File: src/rtl/mips_pipeline_controller.sv
`default_nettype none
// ---------------------------------------------------------------------------
// mips_pipeline_controller : 4-stage MIPS hazard/flush/debug sequencer
// Revision 1.0
// ---------------------------------------------------------------------------
module mips_pipeline_controller #(
  parameter int CNT_W        = 16,
  parameter int DRAIN_CYCLES = 2
) (
  input  logic             clock,
  input  logic             reset,
  input  logic [4:0]       dof_addr_a,
  input  logic             dof_use_a,
  input  logic [4:0]       dof_addr_b,
  input  logic             dof_use_b,
  input  logic             dof_rw,
  input  logic [4:0]       dof_addr_d,
  input  logic             ex_taken,
  input  logic             halt_req,
  input  logic             step_req,
  output logic             pc_en,
  output logic             ir_en,
  output logic             bubble,
  output logic             flush,
  output logic             halted,
  output logic [CNT_W-1:0] stall_count,
  output logic [CNT_W-1:0] flush_count
);

  localparam int DW = $clog2(DRAIN_CYCLES + 1);

  typedef enum logic [1:0] {
    S_RUN    = 2'd0,
    S_DRAIN  = 2'd1,
    S_HALTED = 2'd2,
    S_STEP   = 2'd3
  } state_t;

  state_t        state, state_nxt;
  logic [DW-1:0] drain_cnt, drain_nxt;
  logic          step_prev;
  logic          ex_rw, wb_rw;
  logic [4:0]    ex_dest, wb_dest;
  logic          hazard_a, hazard_b, hazard, step_rise;
  logic          stall_inc, flush_inc;

  // Writes still in EX or WB are not yet visible in the register file.
  assign hazard_a = dof_use_a && (dof_addr_a != 5'd0) &&
                    ((ex_rw && (ex_dest == dof_addr_a)) ||
                     (wb_rw && (wb_dest == dof_addr_a)));
  assign hazard_b = dof_use_b && (dof_addr_b != 5'd0) &&
                    ((ex_rw && (ex_dest == dof_addr_b)) ||
                     (wb_rw && (wb_dest == dof_addr_b)));
  assign hazard    = hazard_a || hazard_b;
  assign step_rise = step_req && !step_prev;
  assign halted    = (state == S_HALTED);

  always_comb begin
    pc_en     = 1'b1;
    ir_en     = 1'b1;
    bubble    = 1'b0;
    flush     = 1'b0;
    stall_inc = 1'b0;
    flush_inc = 1'b0;
    state_nxt = state;
    drain_nxt = drain_cnt;

    if (ex_taken) begin
      bubble    = 1'b1;
      flush     = 1'b1;
      flush_inc = 1'b1;
    end else if (state == S_DRAIN || state == S_HALTED) begin
      pc_en  = 1'b0;
      ir_en  = 1'b0;
      bubble = 1'b1;
    end else if (hazard) begin
      pc_en     = 1'b0;
      ir_en     = 1'b0;
      bubble    = 1'b1;
      stall_inc = 1'b1;
    end

    case (state)
      S_RUN: begin
        if (halt_req) begin
          state_nxt = S_DRAIN;
          drain_nxt = DW'(DRAIN_CYCLES);
        end
      end
      S_DRAIN: begin
        if (drain_cnt <= DW'(1)) state_nxt = S_HALTED;
        else                     drain_nxt = drain_cnt - DW'(1);
      end
      S_HALTED: begin
        if (!halt_req)      state_nxt = S_RUN;
        else if (step_rise) state_nxt = S_STEP;
      end
      S_STEP: begin
        // A squashing branch still advances the PC, so it ends the step.
        if (ex_taken || !hazard) begin
          state_nxt = S_DRAIN;
          drain_nxt = DW'(DRAIN_CYCLES);
        end
      end
      default: state_nxt = S_RUN;
    endcase
  end

  always_ff @(negedge clock or negedge reset) begin
    if (!reset) begin
      state       <= S_RUN;
      drain_cnt   <= '0;
      step_prev   <= 1'b0;
      ex_rw       <= 1'b0;
      ex_dest     <= 5'd0;
      wb_rw       <= 1'b0;
      wb_dest     <= 5'd0;
      stall_count <= '0;
      flush_count <= '0;
    end else begin
      state     <= state_nxt;
      drain_cnt <= drain_nxt;
      step_prev <= step_req;
      wb_rw     <= ex_rw;
      wb_dest   <= ex_dest;
      ex_rw     <= bubble ? 1'b0 : dof_rw;
      ex_dest   <= bubble ? 5'd0 : dof_addr_d;
      if (stall_inc && (stall_count != '1)) stall_count <= stall_count + CNT_W'(1);
      if (flush_inc && (flush_count != '1)) flush_count <= flush_count + CNT_W'(1);
    end
  end

endmodule
`default_nettype wire

File: config.mk
export PLATFORM = sky130hd
export DESIGN_NAME = mips_pipeline_controller
export DESIGN_NICKNAME = d
export VERILOG_FILES = /design/src/rtl/mips_pipeline_controller.sv
export SDC_FILE = /design/constraint.sdc
export NUM_CORES = 1
export LEC_CHECK = 0
export ABC_AREA = 1
export ABC_CLOCK_PERIOD_IN_PS = 3500
export CAP_MARGIN = 20
export CORE_AREA = 2 2 76 78
export DETAILED_ROUTE_END_ITERATION = 6
export DIE_AREA = 0 0 78 80
export PLACE_DENSITY = 0.83
export SLEW_MARGIN = 10
export SYNTH_ARGS = -nofsm -noshare
export SYNTH_HDL_FRONTEND = slang
export SYNTH_SLANG_ARGS = --single-unit
File: constraint.sdc
create_clock -name clock -period 3.5 [get_ports clock]
set_clock_uncertainty 0.2 [all_clocks]
set_input_delay 0.525 -clock clock [delete_from_list [all_inputs] [get_ports clock]]
set_output_delay 0.525 -clock clock [all_outputs]
set_load 0.02 [all_outputs]
==> metrics.md, run 1 <==
| Metric | Value |
|---|---|
| GR Util met3 | `4.299%` |
| Max Cap Viol | `0` |
| CTS tree | `done` |
| Full die area | `6240 um2` |
| Initial Util | `~53%` |
| CP startpoint | `ex_dest[3]$_DFF_NN0_` |
| Sequential cell area fraction in the yosys report | `a little over two fifths` |
| Synth Cell Area | `2877 um2` |
| Critical path class | `register to primary output` |
| Slew at the pin closest to its max-slew limit | `1242 ps` |
| Synthesis-to-finish area growth | `53.63%` |
| Initial antenna violation count | `0` |
| CP max stage cell | `dfrtn_1` |
| Hold Slack | `~160 ps` |
| Clock Latency Late Sink | `a little over 300 ps` |
| Beginning of the worst hold path | `ex_rw$_DFF_NN0_` |
| Placed cell count | `between 500 and 600` |
| Largest net degree at the start of global routing | `36` |
| Die height | `~80 um` |
| DRC | `0` |
| Yosys reg bits | `a little under 50` |
| CP bufs+invs | `2` |
| Setup TNS | `-12,430 ps` |
| Failing checks | `setup timing` |
| Placed inst area | `4023 um2` |
| Port-buffer cells | `59` |
| DP HPWL | `5.614 mm` |
| Reg2Reg Depth | `8` |
| Core Footprint | `5405 um2` |
| Hold-fix buffers, CTS | `0` |
| Post-synth top area share | `between 40% and 50%` |
| WL per Instance | `roughly 15 um` |
| Synth warn | `0` |
| Status | `finished with violations` |
| Clock Pin Slew Worst Setup and Hold Paths | `60 ps` |
| Final hold vios | `0` |
| Top Ports | `60` |
| P per Cell Area | `between 500 and 600 nW/um2` |
| Routed via count | `about 3,100` |
| Post-synthesis instance total | `roughly 390` |
| Syn Nets | `between 400 and 500` |
| Crit path top cell by count | `nand2_1` |
| GP Congestion | `about 0.93` |
| DRT Pass-1 Iters | `4` |
| Global Route Usage Sum | `a little under 30%` |
| Overall power | `roughly 2.2 mW` |
| Total leakage power | `around 2.3 nW` |
| Avg Vias per Cell | `~5.2` |
| Worst path depth | `11` |
| CP Capture Type | `primary output` |
| Max clock buf depth | `2` |
| Met2 GRT Util | `a little over half` |
| Distinct cells, synth | `26` |
| Top area cells in the synthesized netlist | `dfrtn_1 43%, nand2_1 16%, inv_1 6.3%` |
| WP data required | `~2800 ps` |
| FP Rows | `27` |
| Peak fanout along the critical path | `4` |
| TritonCTS Sinks | `49` |
| CP delay by family, top | `simple AND/OR/NAND/NOR gates` |
| Hold crit path type | `register to register` |
| Setup-failing EPs final | `30` |
| Headroom to the max-slew limit | `between 10% and 20%` |
| Final Slew Violations | `0` |
| Commonest cells after routing, fill and taps aside | `105 x nand2_1, 64 x buf_4, 49 x dfrtn_1` |
| Vias in the first global route | `3,184` |
| Arrival @ worst endpoint | `between 3000 and 4000 ps` |
| Worst Hold Path Cells | `0` |
| Layout Cells excl Fill | `between 600 and 700` |
| Most common cell after layout, fill and taps aside | `nand2_1` |
| Worst-path cell chain | `inv_1, nand2_1, nand2_1, nor2_1, nand3_1, nand2_1, nand2_2, nand2_4, nor2_4, nand2_2, buf_6` |
| Clk root buf | `clkbuf_8` |
| ANT cells | `0` |
| RSZ-0062 raised after global routing | `yes` |
| Routed Antenna Nets | `0` |
| Place WS | `-897.7 ps` |
| Share of cells above drive strength 1 | `approximately 36%` |
| CTS H-tree lvls | `2` |
| Reg2reg start | `state[0]$_DFFE_NN0P_` |
| WL final | `8.813 mm` |
| CTS buffer count | `5` |
| # nets final | `562` |
| Die W | `78 um` |
| First-pass GRT wire length | `between 10 and 15 mm` |
| Busiest grt layer | `met2` |
| Final Cell Area | `between 4000 and 5000 um2` |
| Final core utilization | `between 80% and 90%` |
| Crit start category | `register` |
| VDD IR max | `between 0.0004 and 0.0005 V` |
| Syn avg cell area | `7.395 um2` |
| Delay of the slowest critical-path stage | `roughly 470 ps` |
| Initial drt markers | `around 190` |
| Grt total ovfl | `0` |
| Synth area leader | `dfrtn_1` |
| Final setup margin | `-691.0 ps` |
| Met1 Resource Use GR | `approximately a third` |
## cells by family after synthesis
| kind of cell | Yosys count | share of synthesized area (%) |
|---|---|---|
| AOI/OAI and AO/OA | 13 | 2.827 |
| xor gates and xnor gates | 29 | 8.830 |
| adders and majority gates | 7 | 3.045 |
| buffers and inverters | 62 | 8.830 |
| DFF | 49 | 42.63 |
| and+or+nand+nor | 229 | 33.84 |
## worst paths after layout
kind | endpoint | slack [ps]
setup / recovery | bubble | -690
hold / removal | wb_rw$_DFF_NN0_ | 160
setup reg to reg | stall_count[15]$_DFFE_NN0P_ | 790
hold reg to reg | wb_rw$_DFF_NN0_ | 160
max in group asynchronous | stall_count[1]$_DFFE_NN0P_ | 990
min in group asynchronous | drain_cnt[0]$_DFFE_NN0P_ | 1570
## synthesized netlist by cell type (all sizes together)
library cell	count
a21boi	1
a21oi	2
a31oi	1
buf	6
dfrtn	49
ha	7
inv	56
nand2	128
nand3	34
nand3b	2
nand4	8
nor2	42
nor3	12
nor4	1
o21ai	8
o22ai	1
or2	2
xnor2	9
xor2	20
## flip-flops by register name, indices dropped and copies added (netlist names)
register and flops:
drain_cnt 2, wb_dest 5, stall_count 16, ex_rw 1, flush_count 16, state 2
ex_dest 5, wb_rw 1, step_prev 1
## power by group
part | internal [mW] | total [mW] | switching [mW]
Clock | 0.214 | 0.419 | 0.205
Combinational | 0.467 | 1.06 | 0.588
Sequential | 0.678 | 0.753 | 0.0748
## final cells by class
class / count / area, um2
Clock buffer: 5 / 68.82
Clock inverter: 3 / 46.29
Fill cell: 333 / 985.9
Inverter: 56 / 237.7
Multi-Input combinational cell: 280 / 1562
Sequential cell: 49 / 1226
Tap cell: 72 / 90.09
Timing Repair Buffer: 140 / 1189
## layer usage
metal | up-vias | wire, um
met5 | - | 0
met4 | 0 | 361
met3 | 37 | 466
met2 | 135 | 4541
met1 | 1483 | 3443
li1 | 1490 | -
## repair_timing
item	CTS	global route
buffers inserted	13	10
gates resized for setup	193	45
gates cloned	3	0
pin swaps	11	9
setup endpoints to repair	67	44
## worst reg2reg max path, stage by stage, from the launching register on
cell and delay, ps:
dfrtn_1 430, inv_2 50, ha_1 390, buf_4 190, a31oi_1 890, nand2_8 120, buf_6 180, buf_4 120
o21ai_1 150
No activity file was read; power rests on OpenSTA's default activity.
==> inputs of run 2 (changes only) <==
==> constraint.sdc (replaced) <==
create_clock -name clock -period 3.5 [get_ports clock]
set_clock_uncertainty 0.2 [all_clocks]
set_input_delay 0.7 -clock clock [delete_from_list [all_inputs] [get_ports clock]]
set_output_delay 0.7 -clock clock [all_outputs]
set_load 0.02 [all_outputs]
==> run 2 against run 1 <==
Compared with the run above: the run still ends with setup timing left; register-to-register slack worse by 80 ps; sequential cell count stayed put; sequential share of layout area is 1.3 points lower; critical endpoint is now stall_count[13]$_DFFE_NN0P_; worst hold slack better by 26 ps; wire length is 6.0% higher; core utilization is 3.9 points higher; non-clock buffer count is 7 higher; cell count is 1.3% higher; first-iteration DRC count is 15% lower.
==> metrics.md, run 2 (same netlist as run 1, synthesis figures left out) <==
| Metric | Value |
|---|---|
| TritonCTS Sinks | `49` |
| Headroom to the max-slew limit | `about 7.3%` |
| ANT cells | `0` |
| Clock Latency Late Sink | `around 300 ps` |
| Full die area | `6240 um2` |
| DRT Pass-1 Iters | `7` |
| # nets final | `570` |
| CP Capture Type | `register` |
| Total leakage power | `roughly 2.4 nW` |
| Worst Hold End | `wb_rw$_DFF_NN0_` |
| Core Footprint | `between 5000 and 6000 um2` |
| GP Congestion | `a little over 0.9` |
| Max clock buf depth | `2` |
| Final core utilization | `a little under nine tenths` |
| Clock Pin Slew Worst Setup and Hold Paths | `around 60 ps` |
| Hold crit path type | `register to register` |
| Int Power | `1.500 mW` |
| FP Rows | `27` |
| Worst Hold Path Cells | `0` |
| R2r endpoint | `stall_count[14]$_DFFE_NN0P_` |
| Final setup margin | `-930.4 ps` |
| First-pass GRT wire length | `roughly 14 mm` |
| Slew at the pin closest to its max-slew limit | `about 1400 ps` |
| Hold-fix buffers, CTS | `0` |
| Avg Vias per Cell | `5.325` |
| Hold Slack | `~190 ps` |
| Reg2reg start | `state[0]$_DFFE_NN0P_` |
| Largest regs | `flush_count: 16 flops, stall_count: 16 flops` |
| Vias in the first global route | `about 3,200` |
| Routed Antenna Nets | `0` |
| Top Ports | `60` |
| VDD IR max | `around 0.00050 V` |
| Filler cell count | `approximately 270` |
| P per Cell Area | `517.6 nW/um2` |
| Status | `finished with violations` |
| Initial antenna violation count | `0` |
| Clock share of power | `between 20% and 30%` |
| Arrival @ worst endpoint | `between 2000 and 3000 ps` |
| Crit start category | `input port` |
| Failing checks | `setup timing` |
| Net Switching | `roughly 0.90 mW` |
| Clk root buf | `clkbuf_8` |
| Initial drt markers | `160` |
| Initial Util | `a little over half` |
| Reg2Reg Depth | `7` |
| Synthesis-to-finish area growth | `60.94%` |
| DP HPWL | `5.594 mm` |
| Global Route Usage Sum | `around 28%` |
| Beginning of the worst hold path | `ex_rw$_DFF_NN0_` |
| Largest net degree at the start of global routing | `37` |
| Grt total ovfl | `0` |
| Die height | `80 um` |
| Port-buffer cells | `a little under 60` |
| Critical path class | `input port to register` |
| Overall power | `between 2 and 2.5 mW` |
| Place WS | `-1077 ps` |
| Max Cap Viol | `0` |
| CTS buffer count | `5` |
| CTS H-tree lvls | `2` |
| Commonest cells after routing, fill and taps aside | `98 x nand2_1, 80 x buf_4, 52 x buf_6` |
| CTS tree | `done` |
| RSZ-0062 raised after global routing | `yes` |
| Reg power frac | `around a third` |
| Most common cell after layout, fill and taps aside | `nand2_1` |
| Gate power share | `about half` |
| Routed via count | `3,264` |
| Peak fanout along the critical path | `5` |
| WL final | `slightly above 9 mm` |
| FF-to-FF setup slack | `around 700 ps` |
| Layout Cells excl Fill | `between 600 and 700` |
| Final Slew Violations | `0` |
| DRC | `0` |
| Die W | `slightly below 80 um` |
| Placed cell count | `around 570` |
| Setup-failing EPs final | `between 60 and 70` |
| Share of cells above drive strength 1 | `38.63%` |
| WL per Instance | `about 15 um` |
| Final hold vios | `0` |
| WP data required | `1710 ps` |
| Switching share of power | `~37%` |
[run 2: area by class of cell]
| class | count | area (um2) | area share (%) |
|---|---|---|---|
| clock buffer | 5 | 68.82 | 1.486 |
| timing repair buffer | 147 | 1341 | 28.97 |
| clock inverter | 3 | 65.06 | 1.405 |
| sequential | 49 | 1226 | 26.49 |
| multi-input combinational | 281 | 1598 | 34.51 |
| tap | 72 | 90.09 | 1.946 |
| inverter | 56 | 240.2 | 5.189 |
[run 2: per-stage QoR]
stage          TNS (ps)  area (um2)
5_1_grt          -23610        4629
3_5_place_dp     -41220        4008
6_report         -21000        4629
2_1_floorplan     -5081        2935
4_1_cts          -13890        4368
3_3_place_gp     -38230        4008
[run 2: worst max-delay path, cell delays in order]
cell	delay [ps]
buf_4	100
inv_2	40
nand2_1	50
nand2_1	60
nor2_1	150
nand3_1	90
nand2_1	90
nand2_2	90
buf_4	140
buf_6	100
buf_6	100
buf_6	100
buf_6	100
buf_6	110
a21oi_4	170
buf_6	180
nand2_4	100
nand2_1	120
nand2_1	50
[run 2: layer usage]
layer	vias to the layer above	track usage, %	routed length [um]
met2	169	51.64	4901
met1	1538	33.04	3576
met3	42	4.864	579
met4	0	10.70	286
li1	1515	-	-
met5	-	0	0
[run 2: worst max-delay path by stage]
| stage | end | slack (ps) | cells past startpoint | from |
|---|---|---|---|---|
| 6_report | stall_count[13]$_DFFE_NN0P_ | -930 | 19 | dof_addr_b[2] |
| 3_3_place_gp | bubble | -980 | 11 | ex_dest[1]$_DFF_NN0_ |
| 2_1_floorplan | pc_en | -420 | 9 | ex_dest[1]$_DFF_NN0_ |
| 4_1_cts | bubble | -810 | 11 | ex_dest[0]$_DFF_NN0_ |
| 3_5_place_dp | stall_count[2]$_DFFE_NN0P_ | -1080 | 12 | dof_addr_a[4] |
| 5_1_grt | bubble | -1000 | 11 | ex_dest[3]$_DFF_NN0_ |
[run 2: power groups by stage]
stage	Clock, mW	Combinational [mW]	Sequential [mW]
detailed placement	0	0.916	0.757
finish	0.480	1.15	0.762
CTS	0.482	1.03	0.756
global placement	0	0.886	0.751
global route	0.504	1.24	0.774
floorplan	0	0.409	0.832
[run 2: what timing repair did]
action | in CTS | in global routing
resized for setup | 244 | 96
buffers inserted | 17 | 16
cloned | 3 | 0
pin swaps | 15 | 11
hold endpoints to repair | 0 | 0
endpoints found under the setup margin | 75 | 64
==> inputs of run 3 (changes only) <==
--- a/config.mk
+++ b/config.mk
@@ -12,6 +12,7 @@
 export DETAILED_ROUTE_END_ITERATION = 6
 export DIE_AREA = 0 0 78 80
 export PLACE_DENSITY = 0.83
+export SETUP_SLACK_MARGIN = 0.5
 export SLEW_MARGIN = 10
 export SYNTH_ARGS = -nofsm -noshare
 export SYNTH_HDL_FRONTEND = slang
==> run 3 against run 2 <==
Compared with the run above: the run still ends with setup timing left; design area up 7.0%; non-clock buffer count up 7; die area unchanged; wire length up 58%; via count up 20%; combinational power up 23%; count of clock-buffer cells in the layout up 1; critical endpoint is now bubble; largest cell class unchanged; largest power group unchanged.
==> metrics.md, run 3 (same netlist as run 1, synthesis figures left out) <==
| Metric | Value |
|---|---|
| Most common cell after layout, fill and taps aside | `nand2_1` |
| DP HPWL | `approximately 5.6 mm` |
| TritonCTS Sinks | `just under 50` |
| Headroom to the max-slew limit | `between 50% and 60%` |
| Full die area | `6240 um2` |
| Reg2reg start | `flush_count[2]$_DFFE_NN0P_` |
| Largest net degree at the start of global routing | `50` |
| Die height | `about 80 um` |
| CTS H-tree lvls | `2` |
| WL final | `14.79 mm` |
| Net Switching | `around 1.1 mW` |
| Gate power share | `53.1%` |
| Grt total ovfl | `0` |
| VDD IR max | `0.0004075 V` |
| ANT cells | `0` |
| Initial antenna violation count | `0` |
| Clock Latency Late Sink | `330 ps` |
| Switching share of power | `a little over two fifths` |
| CP Capture Type | `primary output` |
| Initial drt markers | `approximately 530` |
| Final Cell Area | `just under 5000 um2` |
| RSZ-0062 raised after global routing | `yes` |
| Final core utilization | `roughly nine tenths` |
| Clock share of power | `roughly 17%` |
| Max clock buf depth | `2` |
| First-pass GRT wire length | `16.95 mm` |
| Failing checks | `setup timing` |
| Setup-failing EPs final | `62` |
| Reg power frac | `29.6%` |
| Slew at the pin closest to its max-slew limit | `~640 ps` |
| Share of cells above drive strength 1 | `~44%` |
| GP Congestion | `0.8965` |
| Clock Pin Slew Worst Setup and Hold Paths | `about 60 ps` |
| Int Power | `about 1.5 mW` |
| Commonest cells after routing, fill and taps aside | `89 x nand2_1, 71 x buf_4, 54 x buf_6` |
| Synthesis-to-finish area growth | `72.16%` |
| WL per Instance | `approximately 24 um` |
| Final Slew Violations | `0` |
| Vias in the first global route | `roughly 3,500` |
| Arrival @ worst endpoint | `3700 ps` |
| Avg Vias per Cell | `approximately 6.3` |
| Core Footprint | `around 5400 um2` |
| Final hold vios | `0` |
| # nets final | `approximately 580` |
| Filler cell count | `between 150 and 200` |
| CP startpoint | `wb_dest[3]$_DFF_NN0_` |
| Status | `finished with violations` |
| Hold crit path type | `register to register` |
| Port-buffer cells | `59` |
| Placed inst area | `between 4000 and 5000 um2` |
| Setup TNS | `-25,960 ps` |
| Final setup margin | `-1103 ps` |
| Routed Antenna Nets | `0` |
| Global Route Usage Sum | `~36%` |
| Placed cell count | `between 500 and 600` |
| Beginning of the worst hold path | `ex_rw$_DFF_NN0_` |
| DRC | `0` |
| Critical path class | `register to primary output` |
| FP Rows | `27` |
| CTS tree | `done` |
| Total leakage power | `2.491 nW` |
| Die W | `about 78 um` |
| Top Ports | `60` |
| Hold Slack | `roughly 180 ps` |
| Peak fanout along the critical path | `3` |
| Crit start category | `register` |
| DRT Pass-1 Iters | `6` |
| Layout Cells excl Fill | `between 600 and 700` |
| P per Cell Area | `around 530 nW/um2` |
| FF-to-FF setup slack | `690 ps` |
| Max Cap Viol | `0` |
| WP data required | `between 2000 and 3000 ps` |
| Largest regs | `flush_count: 16 flops, stall_count: 16 flops` |
| Routed via count | `around 3,900` |
| Clk root buf | `clkbuf_8` |
| Initial Util | `around 53%` |
| CTS buffer count | `5` |
==> run 3: final timing paths <==
| check | endpoint | cells after the start |
|---|---|---|
| max | bubble | 11 |
| min | wb_rw$_DFF_NN0_ | 0 |
| max reg2reg | flush_count[13]$_DFFE_NN0P_ | 11 |
| min reg2reg | wb_rw$_DFF_NN0_ | 0 |
| max in group asynchronous | stall_count[10]$_DFFE_NN0P_ | 2 |
| min in group asynchronous | flush_count[7]$_DFFE_NN0P_ | 2 |
==> run 3: area by class of cell <==
type,instances,area (um2),area share [%]
Clock inverter,2,37.54,0.7580
Multi-Input combinational cell,281,1828,36.91
Timing Repair Buffer,154,1443,29.13
Inverter,56,245.2,4.952
Sequential cell,49,1226,24.76
Tap cell,72,90.09,1.819
Clock buffer,6,82.58,1.668
==> run 3: per-layer routing <==
layer	vias to the layer above	routed length [um]	global-route usage (%)
met5	-	0	0
li1	1515	-	-
met3	137	1871	9.276
met4	0	1256	23.86
met2	426	6676	60.95
met1	1833	4983	39.37
==> run 3: through the flow <==
stage	worst slack [ps]	power, mW
floorplan	-416.6	1.265
global placement	-971.1	1.678
detailed placement	-1068	1.712
CTS	-801.3	2.299
global route	-1168	2.702
finish	-1103	2.648
==> run 3: power groups by stage <==
stage / combinational, mW / clock (mW) / sequential (mW)
floorplan: 0.431 / 0 / 0.834
global placement: 0.921 / 0 / 0.757
detailed placement: 0.952 / 0 / 0.760
CTS: 1.10 / 0.441 / 0.761
global route: 1.45 / 0.469 / 0.787
finish: 1.41 / 0.459 / 0.783
==> run 3: critical path, stage by stage (launching register included) <==
cell and delay, ps:
dfrtn_1 470, inv_1 120, nand2_4 80, nand2_2 50, nor2_1 200, nand3_1 140, nand2_1 100, nand2_2 80
nand2_4 110, nor2_4 50, nand2_2 100, buf_6 130
==> run 3: repair_timing <==
action	4_1_cts	5_1_grt
pin swaps	18	17
hold buffers	0	0
resized for setup	308	56
cloned	3	0
endpoints found under the hold margin	0	0
buffers inserted	22	13
setup endpoints to repair	78	78
